==> src/rtl/mult_accum.sv <==
// mult_accum -- signed frame accumulator behind the 18x18 registered multiplier.
//
// Sums LEN consecutive accepted products into one ACC_W-bit frame result,
// optionally saturating on overflow, and holds it in a valid/ready output
// register.
//
// Ports
//   C      in   clock, rising edge
//   R      in   synchronous active-low reset
//   CE     in   input-side enable; when low the accumulator, counter and
//               frame flag hold (the output pop still works)
//   P      in   signed product, PROD_W bits
//   P_VLD  in   P valid this cycle
//   P_RDY  out  stage accepts P this cycle (combinational from S_RDY)
//   S      out  signed frame result, ACC_W bits
//   S_VLD  out  S holds an unconsumed result
//   S_RDY  in   downstream accepts S
//   OVF    out  overflow occurred in the frame now held in S
module mult_accum #(
   parameter int PROD_W = 36,
   parameter int ACC_W  = 48,
   parameter int LEN    = 16,
   parameter int SAT    = 1
) (
   input  logic              C,
   input  logic              R,
   input  logic              CE,
   input  logic [PROD_W-1:0] P,
   input  logic              P_VLD,
   output logic              P_RDY,
   output logic [ACC_W-1:0]  S,
   output logic              S_VLD,
   input  logic              S_RDY,
   output logic              OVF
);

   localparam int              CW   = (LEN > 1) ? $clog2(LEN) : 1;
   localparam logic [CW-1:0]   LAST = CW'(LEN - 1);
   localparam logic [ACC_W-1:0] MAX_V = {1'b0, {(ACC_W-1){1'b1}}};
   localparam logic [ACC_W-1:0] MIN_V = {1'b1, {(ACC_W-1){1'b0}}};

   typedef enum logic {EMPTY, FULL} ostate_t;

   ostate_t          state_q, state_d;
   logic [CW-1:0]    cnt;
   logic [ACC_W-1:0] acc;
   logic             fovf;

   logic             last, acc_en, done;
   logic [ACC_W:0]   p_ext, acc_ext, sum;
   logic             ovf_hi, ovf_lo;
   logic [ACC_W-1:0] nxt_acc;
   logic             nxt_fovf;

   assign last   = (cnt == LAST);
   // Only the product that would complete a frame stalls; it cannot land
   // while the previous result is still unconsumed.
   assign P_RDY  = !(last && (state_q == FULL) && !S_RDY);
   assign acc_en = CE && P_VLD && P_RDY;
   assign done   = acc_en && last;
   assign S_VLD  = (state_q == FULL);

   // One guard bit: overflow shows up as the top two bits disagreeing.
   assign p_ext   = {{(ACC_W+1-PROD_W){P[PROD_W-1]}}, P};
   assign acc_ext = {acc[ACC_W-1], acc};
   assign sum     = acc_ext + p_ext;
   assign ovf_hi  = !sum[ACC_W] &&  sum[ACC_W-1];
   assign ovf_lo  =  sum[ACC_W] && !sum[ACC_W-1];

   always_comb begin
      nxt_acc  = sum[ACC_W-1:0];
      nxt_fovf = fovf || ovf_hi || ovf_lo;
      if (cnt == '0) begin
         // first product of a frame restarts the sum and the flag
         nxt_acc  = p_ext[ACC_W-1:0];
         nxt_fovf = 1'b0;
      end else if (SAT != 0 && ovf_hi) begin
         nxt_acc = MAX_V;
      end else if (SAT != 0 && ovf_lo) begin
         nxt_acc = MIN_V;
      end
   end

   always_comb begin
      state_d = state_q;
      case (state_q)
         EMPTY: if (done) state_d = FULL;
         FULL:  if (S_RDY && !done) state_d = EMPTY;
         default: state_d = EMPTY;
      endcase
   end

   always_ff @(posedge C) begin
      if (!R) begin
         state_q <= EMPTY;
         cnt     <= '0;
         acc     <= '0;
         fovf    <= 1'b0;
         S       <= '0;
         OVF     <= 1'b0;
      end else begin
         state_q <= state_d;
         if (acc_en) begin
            acc  <= nxt_acc;
            fovf <= nxt_fovf;
            cnt  <= last ? '0 : cnt + CW'(1);
         end
         if (done) begin
            S   <= nxt_acc;
            OVF <= nxt_fovf;
         end
      end
   end

endmodule

==> config.mk <==
export PLATFORM = sky130hd
export DESIGN_NAME = mult_accum
export DESIGN_NICKNAME = d
export VERILOG_FILES = /design/src/rtl/mult_accum.sv
export SDC_FILE = /design/constraint.sdc
export NUM_CORES = 1
export LEC_CHECK = 0
export CELL_PAD_IN_SITES_DETAIL_PLACEMENT = 2
export CELL_PAD_IN_SITES_GLOBAL_PLACEMENT = 2
export CORE_MARGIN = 1.5
export CORE_UTILIZATION = 36
export DETAILED_ROUTE_END_ITERATION = 16
export PLACE_DENSITY_LB_ADDON = 0.1
export SYNTH_ARGS = -nofsm -noshare
export SYNTH_HDL_FRONTEND = slang
export SYNTH_SLANG_ARGS = --single-unit
==> constraint.sdc <==
create_clock -name C -period 9.7 [get_ports C]
set_clock_uncertainty 0.15 [all_clocks]
set_input_delay 2.425 -clock C [delete_from_list [all_inputs] [get_ports C]]
set_output_delay 2.425 -clock C [all_outputs]
set_load 0.01 [all_outputs]
Word level (Yosys, flattened, before mapping). Index checks and enable logic that the tools add are counted.

Bits in registers: 103. Output and inout bits: 51. Word-level logic and storage cells: 34.

Add/subtract/negate cells: 2. Equal/unequal tests: 1. Muxes and demuxes: 8. Bitwise logic cells: 1. Reductions and logical operators: 16.

Operators by type and width (count): $mux W48 (3); $add A48 B36 Y49 (1); $logic_and A1 B1 Y1 (8); $logic_not A1 Y1 (5); $add A4 B1 Y4 const B (1); $eq A4 B4 Y1 const B (1); $logic_not A4 Y1 (1); $mux W4 (1); $mux W1 (3); $logic_or A1 B1 Y1 (2); $pmux W1 S2 (1); $not A1 Y1 (1).

Depth between registers and ports, before layout.
Depth after elaboration: 10. Mapped depth: 14. Mapped depth without buffers: 12.

Worst setup path before layout. OpenSTA, ideal clock, no wires.

Path type: input -> output. From: in S_RDY. To: out P_RDY. Data arrival time: 2738 ps. Slack: 4387 ps. Cell stages on the path: 2. Path buffers: 0. Cells stage by stage: nor2b_1 -> nand4_1.

Cells in the longest elaborated chain, start to end: 3.

RTL lines: from (decl) (line 33) `input logic S_RDY,`; $logic_not A1 Y1 (line 58) `assign P_RDY = !(last && (state_q == FULL) && !S_RDY);`; $logic_and A1 B1 Y1 (line 58); $logic_not A1 Y1 (line 58); to (decl) (line 30) `output logic P_RDY,`.

No other way between the ends.

Worst setup path after layout.
From: in P[0]. To: reg acc[2].

Cells in the longest elaborated chain, start to end: 6. Elaborated cells on any way between the ends: 8. Classes of those cells: add/sub (1); mux (3); reduce/logical (4).

RTL lines: from (decl) (line 28) `input logic [PROD_W-1:0] P,`; $add A48 B36 Y49 * (line 66) `assign sum = acc_ext + p_ext;`; $logic_not A1 Y1 (line 68) `assign ovf_lo = sum[ACC_W] && !sum[ACC_W-1];`; $logic_and A1 B1 Y1 (line 68); $mux W48 (line 79) `end else if (SAT != 0 && ovf_lo) begin`; $mux W48 * (line 77) `end else if (SAT != 0 && ovf_hi) begin`; $mux W48 * (line 73) `if (cnt == '0) begin`; to (signal assigned) (line 104) `acc <= nxt_acc;`; to (decl) (line 46) `logic [ACC_W-1:0] acc;`.

Mark *: on every way between the ends. The rest lies on a longest branch, timed or not. A chain may end at the register's enable or synchronous reset.

==> out/results.md <==
| Group | Parameter | Reported |
| --- | --- | --- |
| timing | Final worst path period share | 67.37% |
| critical path | Worst Setup Start Kind | input pin |
| critical path | Maximum fanout count along the critical path | 22 |
| timing | Setup_tns | 0 ns |
| critical path | Reg2reg start | acc[0]$_SDFFE_PN0P_ |
| critical path | Number of buffer and inverter stages on the critical path | 3 |
| synthesis | Net Count, Synth | 991 |
| drt | Routed wire per std cell | 22.85 um |
| synthesis | Number of enable-type register cells in the synthesized netlist | 0 |
| timing | Relative slew slack | 22.05% |
| status | Outcome | completed |
| placed design | Routability-driven placement congestion ratio | 0.8511 |
| critical path | Data arrival time of the critical path | 6.65 ns |
| synthesis | Post-synth cell types | 69 |
| critical path | Cell depth of the worst flop-to-flop path | 13 |
| synthesis | Flops & latches, synth | 103 |
| critical path | Highest cell delay on the worst timing path | 0.54 ns |
| job | Max-capacitance violation count | 0 |
| timing | Final setup violation count | 0 |
| timing | Final hold slack | 0.3297 ns |
| drt | Antenna Nets Post-Route | 0 |
| finish | Nets@finish | 1,037 |
| worst hold path | Endpoint, Worst Hold | acc[26]$_SDFFE_PN0P_ |
| global route | Wire length of the first global-routing pass | 43,910 um |
| critical path | Cell-by-cell trace of the critical path | clkdlybuf4s50_1 > ha_1 > inv_1 > fa_1 > nand2b_1 > a21oi_1 > o21ai_0 > a21oi_1 > o2111ai_1 > a22o_1 > o21ai_2 > buf_4 > nand3_1 > a221oi_1 |
| clock network | Number of hold buffers added after CTS | 0 |
| floorplan | DIE AREA | 20,730 um^2 |
| timing | Fin crit period | 6.535 ns |
| floorplan | Width of the die | 144.0 um |
| drt | DR iter-0 viols | 257 |
| worst hold path | Number of cells on the worst hold path | 2 |
| global route | Largest net degree at the start of global routing | 60 |
| clock network | Clock transition at the registers of the reported paths | 0.08 ns |
| power | Areal power density over the cells | 146.7 nW/um^2 |
| global route | Vias in the first global route | 7,883 |
| power | Cell leakage power | 0.003195 uW |
| critical path | Cell family with most CP delay | compound AO/OA/AOI/OAI gates |
| drt | Post-DR vias/cell | 5.928 |
| drt | Routed vias | 7,196 |
| drt | Number of remaining DRC errors | 0 |
| drt | Drt first pass iters | 4 |
| floorplan | Area inside the core boundary | 19,460 um^2 |
| floorplan | Die span in y | 144.0 um |
| clock network | H-tree depth | 3 |
| critical path | Most frequent cell on the critical path | a21oi_1 |
| clock network | TritonCTS clock tree | built |
| synthesis | Share of async-settable or async-resettable flops after synthesis | 0% |
| synthesis | Synthesized instance count | 899 |
| finish | Share of layout cells above drive strength 1 | 8.008% |
| clock network | Clk root buf | clkbuf_16 |
| synthesis | Yosys warnings | 0 |
| timing | Final Max Slew Viols | 0 |
| floorplan | Top-level port count | 92 |
| critical path | Cell type of the slowest stage on the worst timing path | clkdlybuf4s50_1 |
| clock network | Clock latency on the worst-skew pair | 0.37 ns |
| timing | Number of hold violations in the final report | 0 |
| drt | Routed Wire Length | 27,750 um |
| clock network | Clock Tree Buf Depth | 2 |
| timing | Actual slew at the worst max-slew pin | 1.169 ns |
| timing | Setup repair after global routing missed its margin | no |
| critical path | Critical R2R Capture | acc[2]$_SDFFE_PN0P_ |
| global route | GRT Util Overall | 27.45% |
| placed design | HPWL after detailed placement | 20,150 um |
| critical path | Reg-to-reg setup timing slack | 5.44 ns |
| floorplan | Initial standard-cell utilization of the core | 36.77% |
| clock network | Number of sinks driven by the clock tree | 103 |
| synthesis | Netlist area before placement | 7156 um^2 |
| worst hold path | Startpoint of the tightest hold check path | acc[26]$_SDFFE_PN0P_ |
| power | Peak VDD IR | 0.00007550 V |
| global route | Number of antenna violations at the first check in global routing | 0 |
| worst hold path | HP Class | reg2reg |
| clock network | Post-CTS setup-driven buffer insertion count | 0 |
| synthesis | Part of the Yosys area used for sequential elements | 28.82% |
| synthesis | Primary FF master, synth | dfxtp_1 |
| critical path | Worst Path Required | 9.81 ns |
| global route | GRT overflow | 0 |
| placed design | Count of port buffers added during placement | 91 |
| clock network | Count of cells resized by post-cts repair | 0 |
| clock network | Clock buffers created by TritonCTS | 9 |
| critical path | Worst Path Class, Setup | in2reg |
| finish | Number of inserted diodes | 0 |
| finish | Area growth from synthesis to layout | 18.24% |
| synthesis | Syn Area/Cell | 7.960 um^2 |
| floorplan | Cell row count | 51 |
| timing | Peak clock frequency supported by timing | 0.1530 GHz |
| critical path | Kind of capture point of the worst setup path | flop |
==> worst max-delay path by stage <==
stage               depth (start not counted)   from  slack [ns]             endpoint
finish                                     14   P[0]        3.16  acc[2]$_SDFFE_PN0P_
global route                               11  P[35]        2.87  acc[2]$_SDFFE_PN0P_
CTS                                        14   P[0]        3.15  acc[2]$_SDFFE_PN0P_
detailed placement                         14   P[0]        2.80  acc[8]$_SDFFE_PN0P_
global placement                           11  P[35]        2.91  acc[2]$_SDFFE_PN0P_
floorplan                                   2  S_RDY        4.39                P_RDY
==> where the power goes <==
| part | switching (uW) | leakage, uW | internal [uW] |
|---|---|---|---|
| Combinational | 261 | 0.00221 | 137 |
| Clock | 183 | 0.000147 | 210 |
| Sequential | 11.3 | 0.000837 | 439 |
==> registers in the layout (all words and copies together) (netlist names) <==
signal	cells
OVF	1
S	48
S_VLD	1
acc	48
cnt	4
fovf	1
==> cell usage in the layout, fill, tap and decap left out, drive strengths merged, types with 5 or more instances in the layout <==
cell type / Yosys / final
buf: 28 / 9
a211oi: 11 / 11
clkdlybuf4s50: 0 / 90
a21oi: 104 / 104
o21bai: 5 / 5
o21ai: 108 / 108
a21o: 13 / 13
and2: 8 / 8
or3: 5 / 5
a31oi: 8 / 8
nand2b: 6 / 6
inv: 17 / 19
ha: 50 / 50
or2: 5 / 5
nand3: 11 / 11
a221oi: 33 / 33
o221a: 6 / 6
nand2: 130 / 130
nor2: 45 / 45
dfxtp: 103 / 103
clkbuf: 36 / 10
o211ai: 17 / 17
o21a: 13 / 13
xor2: 15 / 15
nand4: 17 / 17
xnor2: 27 / 27
a221o: 5 / 5
and3: 10 / 10
nor3: 14 / 14
==> cell type report <==
cell class,instances,area (um^2)
sequential,103,2062
multi-input combinational,714,4728
clock buffer,10,239.0
fill,2227,11000
timing repair buffer,99,965.9
clock inverter,5,66.31
inverter,18,67.56
tap,265,331.6
==> through the flow <==
stage                     utilization (%)  cells  cell area [um^2]  power (uW)  worst slack, ns
after global placement              41.90   1199              8155       839.0            2.911
after floorplan                         -    899              7156       729.9            4.387
final                               43.47   1214              8461        1241            3.165
after detailed placement            41.90   1199              8155       854.5            2.795
after global routing                43.47   1214              8461        1304            2.867
after CTS                           43.47   1214              8461        1250            3.147
==> cells by family after synthesis <==
| kind of cell | Yosys count | synth area share (%) |
|---|---|---|
| AOI/OAI and AO/OA | 360 | 35.02 |
| and+or+nand+nor | 258 | 16.35 |
| DFF | 103 | 28.82 |
| xor gates and xnor gates | 42 | 5.141 |
| buffers and inverters | 82 | 5.193 |
| adders and majority gates | 54 | 9.477 |
==> cells in the mapped netlist, types with 6 or more instances <==
| master | instances | area [um^2] |
|---|---|---|
| a211oi_1 | 10 | 75.07 |
| a21o_1 | 13 | 97.59 |
| a21oi_1 | 103 | 515.5 |
| a221oi_2 | 29 | 435.4 |
| a31oi_1 | 8 | 50.05 |
| and2_1 | 8 | 50.05 |
| and3_1 | 9 | 56.30 |
| buf_2 | 20 | 100.1 |
| clkbuf_1 | 35 | 131.4 |
| dfxtp_1 | 103 | 2062 |
| ha_1 | 50 | 625.6 |
| inv_1 | 17 | 63.81 |
| nand2_1 | 130 | 488.0 |
| nand2b_1 | 6 | 37.54 |
| nand3_1 | 11 | 55.05 |
| nand4_1 | 16 | 100.1 |
| nor2_1 | 45 | 168.9 |
| nor3_1 | 14 | 70.07 |
| o211ai_1 | 17 | 127.6 |
| o21a_1 | 13 | 97.59 |
| o21ai_0 | 104 | 520.5 |
| o221a_2 | 6 | 67.56 |
| xnor2_1 | 27 | 236.5 |
| xor2_1 | 15 | 131.4 |
==> worst register-to-register path: stages, from the launching register on <==
cell and delay, ns:
dfxtp_1 0.35, ha_1 0.23, inv_1 0.08, fa_1 0.39
nand2b_1 0.21, a21oi_1 0.28, o21ai_0 0.14, a21oi_1 0.32
o2111ai_1 0.20, a22o_1 0.46, o21ai_2 0.44, buf_4 0.43
nand3_1 0.18, a221oi_1 0.30
==> routing by layer <==
layer,track usage [%],up-vias,part of all wire (%)
met5,0,-,0
met3,3.477,32,2.3
met2,50.16,103,51
li1,-,3404,-
met1,33.41,3657,44
met4,8.002,0,1.8
Note: power is estimated with default switching activity, not from simulation.
